[src/rtl/wbuff_bank_dbuf.sv]
// wbuff_bank_dbuf: weight bank with load sequencer, BPE encoder and shadow/active tap registers.
module BPEB_Enc_ETC #(
  parameter int WEIGHT_WIDTH = 16,
  parameter int BPR_WIDTH    = ((WEIGHT_WIDTH+1)/2)*3,
  parameter int ETC_WIDTH    = 4
) (
  input  logic [WEIGHT_WIDTH-1:0] w,
  input  logic [3:0]              n_ap,
  output logic [BPR_WIDTH-1:0]    bpr,
  output logic [ETC_WIDTH-1:0]    etc
);
  localparam int ND = BPR_WIDTH/3;
  logic [2*ND:0] ext;
  assign ext = {(2*ND)'(signed'(w)), 1'b0};
  // Radix-4 Booth digits as {neg, two, one}; the n_ap lowest digits are dropped
  always_comb begin
    logic [2:0] trip, d;
    bpr = '0;
    etc = '0;
    for (int i = 0; i < ND; i++) begin
      trip = ext[2*i+2 -: 3];
      d = (trip == 3'b001 || trip == 3'b010) ? 3'b001 :
          trip == 3'b011 ? 3'b010 :
          trip == 3'b100 ? 3'b110 :
          (trip == 3'b101 || trip == 3'b110) ? 3'b101 : 3'b000;
      d = i < int'(n_ap) ? 3'b000 : d;
      bpr[3*i +: 3] = d;
      etc = etc + ETC_WIDTH'(d != 3'b000);
    end
  end
endmodule

module wbuff_bank_dbuf #(
  parameter int NB_TAPS       = 11,
  parameter int WEIGHT_WIDTH  = 16,
  parameter int ETC_WIDTH     = 4,
  parameter int BPR_WIDTH     = ((WEIGHT_WIDTH+1)/2)*3,
  parameter int DEPTH         = 72,
  parameter int ADDR_WIDTH    = $clog2(DEPTH),
  parameter int TAP_CNT_WIDTH = $clog2(NB_TAPS+1)
) (
  input  logic                          clk,
  input  logic                          rst,
  input  logic                          wr_en,
  input  logic [ADDR_WIDTH-1:0]         wr_addr,
  input  logic [WEIGHT_WIDTH-1:0]       wr_data,
  input  logic                          ext_rd_en,
  input  logic [ADDR_WIDTH-1:0]         ext_rd_addr,
  output logic [WEIGHT_WIDTH-1:0]       rd_data,
  output logic                          ext_rd_valid,
  input  logic                          start,
  input  logic [ADDR_WIDTH-1:0]         base_addr,
  input  logic [TAP_CNT_WIDTH-1:0]      num_taps,
  input  logic [3:0]                    n_ap,
  input  logic                          swap,
  input  logic                          clear_all_wregs,
  output logic                          busy,
  output logic                          shadow_valid,
  output logic                          load_done,
  output logic [NB_TAPS*WEIGHT_WIDTH-1:0] WRegs,
  output logic [NB_TAPS*BPR_WIDTH-1:0]    WBPRs,
  output logic [NB_TAPS*ETC_WIDTH-1:0]    WETCs
);
  typedef enum logic [1:0] {IDLE, READ, DRAIN} state_t;
  state_t state;
  logic [WEIGHT_WIDTH-1:0] mem [DEPTH];
  logic [WEIGHT_WIDTH-1:0] sh_w [NB_TAPS];
  logic [WEIGHT_WIDTH-1:0] act_w [NB_TAPS];
  logic [BPR_WIDTH-1:0] sh_b [NB_TAPS];
  logic [BPR_WIDTH-1:0] act_b [NB_TAPS];
  logic [ETC_WIDTH-1:0] sh_e [NB_TAPS];
  logic [ETC_WIDTH-1:0] act_e [NB_TAPS];
  logic [ADDR_WIDTH-1:0] addr_q, rd_addr;
  logic [TAP_CNT_WIDTH-1:0] k, n_lat, wr_idx, n_eff;
  logic [3:0] nap_q;
  logic [BPR_WIDTH-1:0] enc_b;
  logic [ETC_WIDTH-1:0] enc_e;
  logic wr_pend, swap_ok, start_ok, rd_en;
  assign busy = state != IDLE;
  assign swap_ok = swap & shadow_valid;
  assign start_ok = start & ~busy & (~shadow_valid | swap_ok);
  assign n_eff = num_taps == '0 ? TAP_CNT_WIDTH'(1) :
                 num_taps > TAP_CNT_WIDTH'(NB_TAPS) ? TAP_CNT_WIDTH'(NB_TAPS) : num_taps;
  // The sequencer owns the read port for the whole load, drain included
  assign rd_en = state == READ || (ext_rd_en && !busy);
  assign rd_addr = busy ? addr_q : ext_rd_addr;
  always_ff @(posedge clk) begin
    if (wr_en) mem[wr_addr] <= wr_data;
  end
  always_ff @(posedge clk) begin
    if (rst) begin
      rd_data <= '0;
      ext_rd_valid <= 1'b0;
    end else begin
      if (rd_en) rd_data <= mem[rd_addr];
      ext_rd_valid <= ext_rd_en & ~busy;
    end
  end
  BPEB_Enc_ETC #(
    .WEIGHT_WIDTH(WEIGHT_WIDTH),
    .BPR_WIDTH(BPR_WIDTH),
    .ETC_WIDTH(ETC_WIDTH)
  ) u_enc (
    .w(rd_data),
    .n_ap(nap_q),
    .bpr(enc_b),
    .etc(enc_e)
  );
  always_ff @(posedge clk) begin
    if (rst) begin
      state <= IDLE;
      addr_q <= '0;
      k <= '0;
      n_lat <= '0;
      wr_idx <= '0;
      nap_q <= '0;
      wr_pend <= 1'b0;
      shadow_valid <= 1'b0;
      load_done <= 1'b0;
      for (int t = 0; t < NB_TAPS; t++) begin
        sh_w[t] <= '0;
        sh_b[t] <= '0;
        sh_e[t] <= '0;
        act_w[t] <= '0;
        act_b[t] <= '0;
        act_e[t] <= '0;
      end
    end else begin
      state <= start_ok ? READ :
               (state == READ && k == n_lat - 1'b1) ? DRAIN :
               state == DRAIN ? IDLE : state;
      load_done <= state == DRAIN;
      wr_pend <= state == READ;
      wr_idx <= k;
      if (start_ok) begin
        addr_q <= base_addr;
        n_lat <= n_eff;
        nap_q <= n_ap;
        k <= '0;
      end else if (state == READ) begin
        addr_q <= addr_q == ADDR_WIDTH'(DEPTH-1) ? '0 : addr_q + 1'b1;
        k <= k + 1'b1;
      end
      if (state == DRAIN) shadow_valid <= 1'b1;
      else if (swap_ok) shadow_valid <= 1'b0;
      for (int t = 0; t < NB_TAPS; t++) begin
        if (start_ok) begin
          sh_w[t] <= '0;
          sh_b[t] <= '0;
          sh_e[t] <= '0;
        end else if (wr_pend && wr_idx == TAP_CNT_WIDTH'(t)) begin
          sh_w[t] <= rd_data;
          sh_b[t] <= enc_b;
          sh_e[t] <= enc_e;
        end
        if (clear_all_wregs) begin
          act_w[t] <= '0;
          act_b[t] <= '0;
          act_e[t] <= '0;
        end else if (swap_ok) begin
          act_w[t] <= sh_w[t];
          act_b[t] <= sh_b[t];
          act_e[t] <= sh_e[t];
        end
      end
    end
  end
  for (genvar t = 0; t < NB_TAPS; t++) begin : g_pack
    assign WRegs[(t+1)*WEIGHT_WIDTH-1 -: WEIGHT_WIDTH] = act_w[t];
    assign WBPRs[(t+1)*BPR_WIDTH-1 -: BPR_WIDTH] = act_b[t];
    assign WETCs[(t+1)*ETC_WIDTH-1 -: ETC_WIDTH] = act_e[t];
  end
endmodule
[config.mk]
export PLATFORM = sky130hd
export DESIGN_NAME = wbuff_bank_dbuf
export DESIGN_NICKNAME = d
export VERILOG_FILES = /design/src/rtl/wbuff_bank_dbuf.sv
export SDC_FILE = /design/constraint.sdc
export NUM_CORES = 2
export LEC_CHECK = 0
export CAP_MARGIN = 20
export CORE_UTILIZATION = 55
export DETAILED_ROUTE_END_ITERATION = 10
export DONT_BUFFER_PORTS = 1
export PLACE_DENSITY = 0.79
export RECOVER_POWER = 100
export SLEW_MARGIN = 20
export SYNTH_ARGS = -nofsm -noshare
export SYNTH_HDL_FRONTEND = slang
export SYNTH_SLANG_ARGS = --single-unit
[constraint.sdc]
create_clock -name clk -period 14.4 [get_ports clk]
set_input_delay 2.16 -clock clk [delete_from_list [all_inputs] [get_ports clk]]
set_output_delay 2.16 -clock clk [all_outputs]
set_load 0.03 [all_outputs]
; Yosys cells after proc, flatten, opt, wreduce, memory -nomap -nowiden
; Memories as Yosys holds them, arrays and structs flattened. A register that Yosys moved wholly into a read port is not among the register bits.
; Index checks and enable logic that the tools add are counted.
[op_classes]
addsub = 10
order_cmp = 9
eq_ne = 59
mux = 240
n_bitwise = 139
n_reduce_logical = 45
[op_table]
columns = cell, count
row1 = $mux 24, 44
row2 = $mux 16, 44
row3 = $mux 4, 46
row4 = $or 1x1->1, 133
row5 = $mux 3, 39
row6 = $eq 3x3->1 const B, 21
row7 = $mux 1, 61
row8 = $eq 3x2->1 const B, 14
row9 = $mux 7, 4
row10 = $reduce_bool 3->1, 9
row11 = $add 4x1->4, 6
row12 = $eq 3x1->1 const B, 7
row13 = $eq 4x3->1 const B, 4
row14 = $lt 3x4->1 const A, 4
row15 = $logic_or 1x1->1, 15
row16 = $logic_and 1x1->1, 13
row17 = $eq 4x4->1 const B, 3
row18 = $eq 4x2->1 const B, 2
row19 = $logic_not 4->1, 2
row20 = $lt 1x4->1 const A, 2
row21 = $lt 2x4->1 const A, 2
row22 = $reduce_bool 2->1, 4
row23 = $add 7x1->7 const B, 1
row24 = $eq 7x7->1 const B, 1
row25 = 13 further kinds, 21
[word_totals]
register_bits = 29
ram_bits = 2120
in_bits = 52
output_inout_bits = 504
elab_cells = 520
mem_count = 7
[memory_table]
columns = name, words, width, rd, rd_ports_with_merged_regs, wr, line
row1 = mem, 72, 16, 1, 1, 1, 66  ; logic [WEIGHT_WIDTH-1:0] mem [DEPTH];
row2 = act_b, 11, 24, 11, 0, 11, 70  ; logic [BPR_WIDTH-1:0] act_b [NB_TAPS];
row3 = sh_b, 11, 24, 11, 0, 11, 69  ; logic [BPR_WIDTH-1:0] sh_b [NB_TAPS];
row4 = act_w, 11, 16, 11, 0, 11, 68  ; logic [WEIGHT_WIDTH-1:0] act_w [NB_TAPS];
row5 = sh_w, 11, 16, 11, 0, 11, 67  ; logic [WEIGHT_WIDTH-1:0] sh_w [NB_TAPS];
row6 = act_e, 11, 4, 11, 0, 11, 72  ; logic [ETC_WIDTH-1:0] act_e [NB_TAPS];
row7 = +1 memories, n/a, n/a, n/a, n/a, n/a, n/a

; Depth between registers and ports, before layout
[depth]
ltp_word = 16
depth_mapped = 15
mapped_depth_nobuf = 13

; By module
; From an unflattened synthesis, not the netlist that was laid out.
[unflattened]
hier_cells = 5290
area_unflattened_um2 = 83780.4
[modules_own_cells]
columns = mod, instances, cells_each, area_each_um2, seq_area_each_um2
row1 = wbuff_bank_dbuf, 1, 5173, 82935.8, 64561.9
row2 = BPEB_Enc_ETC, 1, 117, 844.6, 0.0

; Least setup slack after synthesis
; OpenSTA, ideal clock, no wires.
[synth_timing]
path_kind = input port to flip-flop
from = input rst
to = memory act_b[0][0] in the netlist's numbering (enable)
setup_time_ps = 3207
t_arrival_ps = 9955
required_ps = 11193
setup_slack_ps = 1238
path_stages = 5
path_buffers = 3
path_cell_list = clkbuf_1 > clkbuf_1 > buf_1 > nor2_1 > nand2_1
[synth_lines]
columns = item, line
row1 = from (decl), 43  ; input logic rst,
row2 = to (decl), 70

; Final worst setup path
[layout_timing]
from = register state[0]
to = register rd_data[2] (read register of mem)
[layout_between]
elab_chain_len = 4
word_cells_on_any_way = 6
classes_between = 1 x eq/ne / 1 x mux / 4 x reduce/logical
[layout_rtl]
columns = item, line
row1 = from (decl), 65  ; state_t state;
row2 = from (signal assigned), 129  ; state <= start_ok ? READ :
row3 = $reduce_bool 2->1 *, 79  ; assign busy = state != IDLE;
row4 = via busy, 57  ; output logic busy,
row5 = $logic_not 1->1, 85  ; assign rd_en = state == READ || (ext_rd_en && !busy);
row6 = $logic_and 1x1->1, 85
row7 = $logic_or 1x1->1, 85
row8 = to (decl), 49  ; output logic [WEIGHT_WIDTH-1:0] rd_data,
; Mark *: on every way through the listed nets, which the timed path passes. The rest lies on a longest branch.
; A chain may end at the register's enable or synchronous reset.

==> metrics.cfg <==
[routing]
finalWirelength_um = 221000
firstDrtPassIters = 8
wire_per_inst_um = 28.4
avgViaCountPerCell = 6.24
initialDrtViolationCount = 7218
antenna_left = 0
vias = 48600
drc = 0

[critical_path]
path_delay_family = buffers and inverters
worstPathCellList = clkbuf_1 -> nor2_1 -> clkbuf_1 -> inv_1 -> o21ai_0 -> clkbuf_1 -> clkbuf_1 -> nand3_1 -> nand4_1 -> o2111ai_1 -> a22o_1
cp_max_fo = 54
arrival_ps = 10780
crit_buf_inv = 5
crit_type = flip-flop to flip-flop
rr_startpoint = state[0]
startpoint_type = flip-flop
crit_path_start = state[0]
crit_required_ps = 15130
cp_slowest_cell = clkbuf_1
crit_path_end_kind = flip-flop
critPathMaxStageDelay_ps = 2690
crit_top_cell = clkbuf_1

[flow_run]
maxCapViolCount = 81

[sta]
final-max-slew-violation-count = 2304
setup_viol_count_final = 0
skew_ps = 73.0
finalHoldViolations = 0
fmax_mhz = 99.5
worst_pin_slew_ps = 4900
rsz0062_at_grt = no
whs_ps = 480
fin_crit_ps = 10050
fin_crit_sh_pct = 69.8
tns_ps = 0
relSlewSlack_pct = -226

[synthesis]
netlist_top_cells_area = edfxtp_1, and2_1, nand2_1
synth.most_common_cell = edfxtp_1
synth-xor-area-share_pct = 0.169
netlist_area_sq_um = 83100
synth_fp_nets = 5705
synth_compound_area_share_pct = 4.10
synthTopCellsByCount = edfxtp_1, nand2_1, and2_1, nor2_1, nand3_1
yosysTopAreaCellShare_pct = 76.6
synth_top_area_cell = edfxtp_1
synth_mux_area_share_pct = 1.77
synthCells = 5635
syn_avg_cell_area_sq_um = 14.7
async_flop_share_pct = 0
synth_warnings = 0
synth-adder-area-share_pct = 0.307
ys_seq_area_share_pct = 77.7
ys.flop_type = edfxtp_1
synth_top_family_by_area = simple AND/OR/NAND/NOR gates
synthSimpleGateAreaFrac_pct = 13.9
synth_edf_count = 2120
ys_ff_latch = 2165
ys_types = 75

[clock_tree]
ctsRootBufferMaster = clkbuf_16
cts-buffers-inserted = 203
clock_sinks = 2165
post_cts_buffers = 0
clkTransAtPathRegs_ps = 70
cts_tree = yes
post_cts_resize_count = 0
hold_buffers = 0
clk_latency_ps = 860
clk_path_buf_depth = 3
htreeDepth = 4

[pwr]
total_power_mw = 14.0
p_per_area_nw_per_um2 = 152
leakage_nw = 31.8
max-vdd-ir-drop_v = 0.000131

[floorplan]
initial_utilization_pct = 55.4
dieWidth_um = 391
die_area_sq_um = 153000
core_sq_um = 150000
rows = 142
die_h_um = 391
ios = 556

[global_routing]
grt_overflow = 0
antenna_found_initial = 5
grt_max_degree = 186
grtUsageTotal_pct = 28.4
grt_pass1_vias = 46100
grt_pass1_wl_um = 314000

[layout]
fin_cells = 7791
drive_gt1_share_pct = 7.00
post-route-util_pct = 61.2
syn2layout_area_growth_pct = 10.4
final_nets = 5663
fillers = 10500
ff_latch_area_sq_um = 64600
multi_input_area_sq_um = 16900

[place]
io_buffer_count = 0
place.gp.congestion = 0.945
dp_hpwl_um = 131000
dpl.cell_count = 7404

[worst_hold_path]
hold_start = sh_b[2][6]
hold_class = flip-flop to flip-flop

[status]
violations = max-capacitance violations, max-slew violations
status = finished, violations left

cells by family after synthesis:
family	after synthesis
DFF	2165
muxes	137
xor gates and xnor gates	16
adders and majority gates	18
AOI/OAI and AO/OA	494
buffers and inverters	399
and+or+nand+nor	2406
worst paths after layout:
kind,endpoint,slack (ps),depth (start not counted)
worst min-delay path,act_b[0][54],480,1
worst max-delay path,rd_data[2],4350,11
worst max register to register,rd_data[2],4350,11
worst min register to register,act_b[0][54],480,1
registers in the layout (all words and copies together) (netlist names), 4 cells and up:
register,flops
rd_data,16
act_b,264
sh_w,176
sh_e,44
addr_q,7
sh_b,264
n_lat,4
wr_idx,4
nap_q,4
act_e,44
mem,1152
k,4
act_w,176
power breakdown:
group          switching (mW)  internal, mW
Combinational           0.929         0.265
Sequential              0.214          7.10
Clock                    2.37          3.10
stage by stage:
| stage | instance area, sq um | setup WS [ps] |
|---|---|---|
| 3_5_place_dp | 85300 | 7680 |
| 6_report | 91700 | 4350 |
| 5_1_grt | 91700 | 4090 |
| 4_1_cts | 92200 | 8540 |
| 2_1_floorplan | 83100 | 1240 |
| 3_3_place_gp | 85300 | 7750 |
placed cells by master (no fill, tap or decap), types with 10 or more instances in the layout:
| cell type | netlist | routed |
|---|---|---|
| mux2i_1 | 127 | 126 |
| o21ai_0 | 67 | 66 |
| nand3_1 | 318 | 318 |
| xor2_1 | 12 | 12 |
| nor3_1 | 21 | 21 |
| a32oi_1 | 89 | 89 |
| buf_4 | 16 | 46 |
| edfxtp_1 | 2120 | 2120 |
| clkinv_1 | 0 | 37 |
| o2111ai_1 | 15 | 15 |
| clkinv_2 | 0 | 46 |
| nor4_1 | 19 | 18 |
| bufinv_16 | 0 | 24 |
| clkbuf_8 | 0 | 10 |
| clkbuf_1 | 265 | 128 |
| a211oi_1 | 40 | 40 |
| nor2_1 | 467 | 466 |
| nand2_1 | 791 | 787 |
| ha_1 | 14 | 14 |
| o221a_2 | 10 | 10 |
| nand4_1 | 63 | 63 |
| and2_0 | 1 | 286 |
| clkinv_16 | 0 | 13 |
| a21oi_1 | 128 | 128 |
| and2_1 | 556 | 269 |
| a221oi_1 | 12 | 12 |
| a31oi_1 | 41 | 41 |
| inv_1 | 14 | 15 |
| o22ai_1 | 12 | 12 |
| a22o_1 | 35 | 35 |
| and3_1 | 112 | 112 |
| clkbuf_16 | 0 | 203 |
| dfxtp_1 | 45 | 44 |
layout make-up:
| class | instances | area share [%] |
|---|---|---|
| repair buffers | 137 | 0.767 |
| flip-flops and latches | 2165 | 70.4 |
| inverters | 15 | 0.0614 |
| diodes | 6 | 0.0164 |
| clock buffers | 251 | 5.84 |
| multi-input cells | 3071 | 18.5 |
| well taps | 2016 | 2.75 |
| clock inverters | 130 | 1.71 |
layer usage:
| layer | wire (um) | global-route usage, % |
|---|---|---|
| met1 | 75700 | 36.1 |
| met5 | 26 | 0 |
| met4 | 10800 | 12.9 |
| met3 | 28600 | 7.19 |
| met2 | 106000 | 46.1 |
Note: power is estimated with default switching activity, not from simulation.
